File: src/rtl/cpu_hazard_ctrl_pkg.sv
// Shared CPU constants for the hazard scoreboard: register file shape,
// operand encoding and default forwardability latencies.
package cpu_pkg;
    localparam int NREG      = 8;  // architectural registers
    localparam int REG_W     = 3;  // register address width
    localparam int OPND_W    = 4;  // source operand width
    localparam int NOREG_BIT = 3;  // operand bit meaning "no register"
    localparam int CNT_W     = 2;  // per-register countdown width
    localparam int ALU_LAT   = 1;  // countdown for a non-load writer
    localparam int LD_LAT    = 2;  // countdown for a load writer

    typedef logic [REG_W-1:0]  reg_addr_t;
    typedef logic [OPND_W-1:0] opnd_t;
    typedef logic [CNT_W-1:0]  cnt_t;

    // Saturating decrement toward zero.
    function automatic cnt_t cnt_dec(input cnt_t x);
        return (x != '0) ? cnt_t'(x - 1'b1) : '0;
    endfunction
endpackage

File: src/rtl/cpu_hazard_ctrl_if.sv
// Decode-stage issue bus into the hazard scoreboard and its stall/status
// returns. The pipeline drives as master, the scoreboard is the slave.
interface cpu_hazard_ctrl_if #(
    parameter int PERF_W = 16
);
    import cpu_pkg::*;

    logic              issue_valid;
    opnd_t             issue_rx;
    opnd_t             issue_ry;
    logic              issue_wr_en;
    reg_addr_t         issue_wr_reg;
    logic              issue_is_load;
    logic              flush;
    logic              o_stall;
    logic              o_busy;
    logic [PERF_W-1:0] o_stall_cnt;

    modport master (
        output issue_valid, issue_rx, issue_ry, issue_wr_en, issue_wr_reg,
               issue_is_load, flush,
        input  o_stall, o_busy, o_stall_cnt
    );

    modport slave (
        input  issue_valid, issue_rx, issue_ry, issue_wr_en, issue_wr_reg,
               issue_is_load, flush,
        output o_stall, o_busy, o_stall_cnt
    );
endinterface

File: src/rtl/cpu_hazard_cnt.sv
// Single-register forwardability countdown. A new writer never shortens
// an in-flight countdown (WAW: younger ALU op behind an older load).
module cpu_hazard_cnt
    import cpu_pkg::*;
(
    input  logic clk,
    input  logic reset,
    input  logic clr,
    input  logic load_en,
    input  cnt_t load_val,
    output cnt_t cnt
);
    cnt_t dec_val;

    assign dec_val = cnt_dec(cnt);

    // Countdown register: reset, then flush, then load-with-max, else decrement.
    always_ff @(posedge clk) begin
        if (reset)
            cnt <= '0;
        else if (clr)
            cnt <= '0;
        else if (load_en)
            cnt <= (load_val > dec_val) ? load_val : dec_val;
        else
            cnt <= dec_val;
    end
endmodule

File: src/rtl/cpu_hazard_ctrl.sv
// Register-hazard scoreboard at the decode/execute boundary. Stalls decode
// while a source register's result is still two or more cycles from being
// forwardable, and counts stall cycles (saturating).
module cpu_hazard_ctrl
    import cpu_pkg::REG_W, cpu_pkg::CNT_W, cpu_pkg::NOREG_BIT, cpu_pkg::cnt_t;
#(
    parameter int NREG    = cpu_pkg::NREG,
    parameter int ALU_LAT = cpu_pkg::ALU_LAT,
    parameter int LD_LAT  = cpu_pkg::LD_LAT,
    parameter int PERF_W  = 16
) (
    input logic              clk,
    input logic              reset,
    cpu_hazard_ctrl_if.slave bus
);
    logic [NREG-1:0][CNT_W-1:0] cnt;
    logic [PERF_W-1:0]          stall_cnt;
    logic                       hot_x;
    logic                       hot_y;
    logic                       stall;
    logic                       accept;
    cnt_t                       lat;

    // A source is hot when it names register r and r is not yet forwardable.
    always_comb begin
        hot_x = 1'b0;
        hot_y = 1'b0;
        for (int r = 0; r < NREG; r++) begin
            if (!bus.issue_rx[NOREG_BIT] && bus.issue_rx[REG_W-1:0] == REG_W'(r)
                && cnt[r] >= cnt_t'(2))
                hot_x = 1'b1;
            if (!bus.issue_ry[NOREG_BIT] && bus.issue_ry[REG_W-1:0] == REG_W'(r)
                && cnt[r] >= cnt_t'(2))
                hot_y = 1'b1;
        end
    end

    assign stall  = bus.issue_valid && !bus.flush && (hot_x || hot_y);
    assign accept = bus.issue_valid && !stall && !bus.flush;
    assign lat    = bus.issue_is_load ? cnt_t'(LD_LAT) : cnt_t'(ALU_LAT);

    for (genvar g = 0; g < NREG; g++) begin : g_reg
        cpu_hazard_cnt u_cnt (
            .clk      (clk),
            .reset    (reset),
            .clr      (bus.flush),
            .load_en  (accept && bus.issue_wr_en && bus.issue_wr_reg == REG_W'(g)),
            .load_val (lat),
            .cnt      (cnt[g])
        );
    end

    // Stall-cycle perf counter: saturates at all-ones, only reset clears it.
    always_ff @(posedge clk) begin
        if (reset)
            stall_cnt <= '0;
        else if (stall && stall_cnt != '1)
            stall_cnt <= stall_cnt + 1'b1;
    end

    assign bus.o_stall     = stall;
    assign bus.o_busy      = |cnt;
    assign bus.o_stall_cnt = stall_cnt;
endmodule

File: src/flat_wrapper.sv
// flat-port wrapper written by rule: the top's interface ports become plain ports
module cpu_hazard_ctrl_flat import cpu_pkg::REG_W, cpu_pkg::CNT_W, cpu_pkg::NOREG_BIT, cpu_pkg::cnt_t;
#(
    parameter int NREG    = cpu_pkg::NREG,
    parameter int ALU_LAT = cpu_pkg::ALU_LAT,
    parameter int LD_LAT  = cpu_pkg::LD_LAT,
    parameter int PERF_W  = 16
)
  (clk, reset, bus_issue_valid, bus_issue_rx, bus_issue_ry, bus_issue_wr_en, bus_issue_wr_reg, bus_issue_is_load, bus_flush, bus_o_stall, bus_o_busy, bus_o_stall_cnt);
  cpu_hazard_ctrl_if #(.PERF_W(PERF_W)) bus_i ();
  input logic clk;
  input logic reset;
  input wire logic [$bits(bus_i.issue_valid)-1:0] bus_issue_valid;
  input wire logic [$bits(bus_i.issue_rx)-1:0] bus_issue_rx;
  input wire logic [$bits(bus_i.issue_ry)-1:0] bus_issue_ry;
  input wire logic [$bits(bus_i.issue_wr_en)-1:0] bus_issue_wr_en;
  input wire logic [$bits(bus_i.issue_wr_reg)-1:0] bus_issue_wr_reg;
  input wire logic [$bits(bus_i.issue_is_load)-1:0] bus_issue_is_load;
  input wire logic [$bits(bus_i.flush)-1:0] bus_flush;
  output wire logic [$bits(bus_i.o_stall)-1:0] bus_o_stall;
  output wire logic [$bits(bus_i.o_busy)-1:0] bus_o_busy;
  output wire logic [$bits(bus_i.o_stall_cnt)-1:0] bus_o_stall_cnt;
  assign bus_i.issue_valid = bus_issue_valid;
  assign bus_i.issue_rx = bus_issue_rx;
  assign bus_i.issue_ry = bus_issue_ry;
  assign bus_i.issue_wr_en = bus_issue_wr_en;
  assign bus_i.issue_wr_reg = bus_issue_wr_reg;
  assign bus_i.issue_is_load = bus_issue_is_load;
  assign bus_i.flush = bus_flush;
  assign bus_o_stall = bus_i.o_stall;
  assign bus_o_busy = bus_i.o_busy;
  assign bus_o_stall_cnt = bus_i.o_stall_cnt;
  cpu_hazard_ctrl #(.NREG(NREG), .ALU_LAT(ALU_LAT), .LD_LAT(LD_LAT), .PERF_W(PERF_W)) u_core (.clk(clk), .reset(reset), .bus(bus_i));
endmodule
File: config.mk
export PLATFORM = sky130hd
export DESIGN_NAME = cpu_hazard_ctrl_flat
export DESIGN_NICKNAME = d
export VERILOG_FILES = /design/src/rtl/cpu_hazard_ctrl_pkg.sv /design/src/rtl/cpu_hazard_ctrl_if.sv /design/src/rtl/cpu_hazard_cnt.sv /design/src/rtl/cpu_hazard_ctrl.sv /design/src/flat_wrapper.sv
export SDC_FILE = /design/constraint.sdc
export NUM_CORES = 1
export LEC_CHECK = 0
export ABC_AREA = 1
export CORE_ASPECT_RATIO = 0.8
export CORE_MARGIN = 1
export CORE_UTILIZATION = 48
export DETAILED_ROUTE_END_ITERATION = 10
export PLACE_DENSITY = 0.85
export SYNTH_ARGS = -nofsm -noshare
export SYNTH_HDL_FRONTEND = slang
export SYNTH_SLANG_ARGS = --single-unit
File: constraint.sdc
create_clock -name clk -period 1.6 [get_ports clk]
set_input_delay 0.32 -clock clk [delete_from_list [all_inputs] [get_ports clk]]
set_output_delay 0.32 -clock clk [all_outputs]
set_load 0.005 [all_outputs]
==> results.py <==
metrics = {
    "cts": {
        "cts_buffers": 5,
        "hold_buffers": 0,
        "clockBufferDepth": 2,
        "numClockSinks": 32,
        "cts_tree": "built",
        "insertion_delay_ns": 0.29,
        "cts-root-buf": "clkbuf_8",
        "clk_pin_slew_ns": 0.07,
        "cts-htree-levels": 2,
    },
    "sta": {
        "slew_viol_final": 0,
        "worst_clock_skew_ns": 0.006124,
        "hold_viol": 0,
        "rsz0062_at_grt": "yes",
        "setup_ws_ns": -0.05014,
        "tightest_slew_ns": 0.3054,
        "min_period_ns": 1.650,
        "period_share_pct": 103.1,
        "finalSetupTns_ns": -0.08344,
        "setup_viol": 2,
        "fmax_mhz": 606.0,
        "maxSlewHeadroom_pct": 79.62,
        "fin_hold_ws_ns": 0.5017,
    },
    "synth": {
        "async_flop_share_pct": 0,
        "synth_compound_area_share_pct": 6.623,
        "synth_cells": 328,
        "synth_top_family_by_area": "simple AND/OR/NAND/NOR gates",
        "yosysWarnings": 0,
        "yosys.area_share.xor_xnor_pct": 4.636,
        "synth_top_area_share_pct": 30.82,
        "yosys.area.top_type": "dfxtp_1",
        "synthSimpleGateAreaFrac_pct": 48.34,
        "ys.flop_type": "dfxtp_1",
        "yosys-top-cells-area": "dfxtp_1, nand2_1, nand4_1, nor2_1, inv_1",
        "synth_area_per_cell_um2": 6.336,
        "ys_ff_latch": 32,
        "synth_nets": 346,
        "synth-edff-count": 0,
        "synthAdderAreaFrac_pct": 0.6020,
        "syn_area_mm2": 0.002078,
        "synth_cell_types": 27,
        "muxShareOfSynthArea_pct": 0,
        "ys_seq_area_share_pct": 30.82,
    },
    "worst_setup_path": {
        "reg2reg_from": "u_core.bus.o_stall_cnt[8]",
        "r2r_end": "u_core.bus.o_stall_cnt[4]",
        "rr_worst_depth": 6,
        "crit_fanout": 3,
        "reg2reg_slack_ns": 0.04,
        "setup.worst_path.start_class": "flop",
        "endpoint_kind": "output pin",
        "cp.required_ns": 1.28,
        "crit_type": "reg2out",
        "critical_path_arrival_ns": 1.33,
    },
    "global_routing": {
        "track_usage_pct": 25.99,
        "grt_pass1_vias": 2001,
        "antenna_found_initial": 0,
        "grt-ovfl-total": 0,
        "grt_first_pass_wirelength_um": 8970,
        "grt_max_degree": 18,
    },
    "layout": {
        "final_cell_mix": "nand2_1, nor2_1, inv_1",
        "syn_to_final_growth_pct": 39.43,
        "diodes": 0,
        "fin_cells": 449,
        "fin_util_pct": 69.36,
        "final_common_cell": "nand2_1",
        "drive_above_1_share_pct": 22.96,
        "fin_area_mm2": 0.002898,
        "fin_nets": 409,
    },
    "power": {
        "p_comb_share_pct": 13.5,
        "p_int_mw": 1.236,
        "p_leak_nw": 1.310,
        "p_per_area_mw_per_mm2": 583.2,
        "power.switching_uw": 453.7,
        "pwr-share-seq_pct": 47.5,
        "p_total_mw": 1.690,
        "pwr-share-clk_pct": 39.0,
        "switching_share_pct": 26.85,
        "irDropWorstVdd_uv": 513.5,
    },
    "placement": {
        "dp_hpwl_um": 3882,
        "place_congestion": 0.9101,
        "placed_area_mm2": 0.002645,
        "port_buffers": 34,
        "place_inst": 438,
        "place_ws_ns": -0.7751,
    },
    "hold_path": {
        "whs_path_depth": 2,
        "min_from": "u_core.bus.o_stall_cnt[14]",
        "hold_end": "u_core.bus.o_stall_cnt[14]",
        "hold_class": "reg2reg",
    },
    "route": {
        "postRouteAntennaNets": 0,
        "via_count": 2428,
        "initialDrtViolationCount": 221,
        "post_drt_wl_per_cell_um": 12.98,
        "viasPerCell": 5.408,
        "drtPass1Iterations": 5,
        "wl_um": 5828,
        "drc": 0,
    },
    "die": {
        "die_h_um": 60.86,
        "die_w_um": 75.57,
        "rows": 21,
        "pin_count": 35,
        "fp.dieArea_mm2": 0.004599,
        "start_util_pct": 49.75,
        "core_area_mm2": 0.004178,
    },
    "run_status": {
        "status": "finished with violations",
        "violations": "negative setup slack",
    },
    "flow_run": {
        "cap_violations": 0,
    },
}
[registers in the layout, indices dropped and copies added (netlist names)]
| name | flops |
|---|---|
| u_core.bus.o_stall_cnt | 16 |
| u_core.g.u_cnt.cnt | 16 |
[critical path: stages, from the launching register on]
cell,delay [ns]
dfxtp_4,0.38
nand2_1,0.06
nand3_1,0.07
nand2_1,0.06
nand2_2,0.08
nand3_4,0.08
a21oi_4,0.17
buf_2,0.14
[how the worst max path moves through the flow]
stage	start	end	slack, ns
6_report	u_core.g_reg[0].u_cnt.cnt[1]	bus_o_stall	-0.05
5_1_grt	u_core.g_reg[6].u_cnt.cnt[1]	bus_o_stall	-0.11
4_1_cts	u_core.g_reg[1].u_cnt.cnt[1]	bus_o_stall	-0.04
3_3_place_gp	bus_issue_ry[0]	bus_o_stall	-0.76
3_5_place_dp	bus_issue_ry[0]	bus_o_stall	-0.78
2_1_floorplan	u_core.bus.o_stall_cnt[0]	u_core.bus.o_stall_cnt[2]	0.06
[routing by layer]
layer	GRT usage, %	vias up	wire [um]
met4	8.201	0	79
met3	4.983	12	517
met5	0	-	0
li1	-	1186	-
met1	35.51	1118	2563
met2	41.58	112	2667
[cells by family after synthesis]
logic type | after synthesis
fa+ha+maj | 1
xor+xnor | 11
buf+inv | 46
compound gates | 23
flops | 32
simple gates | 215
[cell usage after synthesis, types with 2 or more instances]
library cell and number:
a21oi_1 17, a21oi_2 6, buf_2 2, clkbuf_1 3, dfxtp_1 32, inv_1 37
inv_2 2, nand2_1 116, nand3_1 16, nand3_4 2, nand4_1 26, nor2_1 40
nor2_2 2, nor2_4 2, nor4_1 4, xnor2_1 4, xor2_1 7
[repair_timing]
| action | in CTS | in global routing |
|---|---|---|
| pin swaps | 6 | 11 |
| setup buffers | 0 | 2 |
| setup endpoints to repair | 31 | 36 |
| resized for setup | 40 | 25 |
| endpoints found under the hold margin | 0 | 0 |
| cloned | 0 | 1 |
[area by class of cell]
| type | count | area [um^2] |
|---|---|---|
| fill | 317 | 1280 |
| multi-input combinational | 251 | 1366 |
| tap | 57 | 71.32 |
| timing repair buffer | 62 | 554.3 |
| clock inverter | 2 | 10.01 |
| inverter | 39 | 146.4 |
| clock buffer | 6 | 82.58 |
| sequential | 32 | 666.9 |
[power groups by stage]
stage	Clock, mW	Sequential, mW	Combinational (mW)
after floorplan	0	0.822	0.114
after global placement	0	0.821	0.208
after detailed placement	0	0.822	0.212
after CTS	0.660	0.804	0.215
after global routing	0.695	0.803	0.249
final	0.659	0.803	0.228
Power figures use the tool's default switching activity.
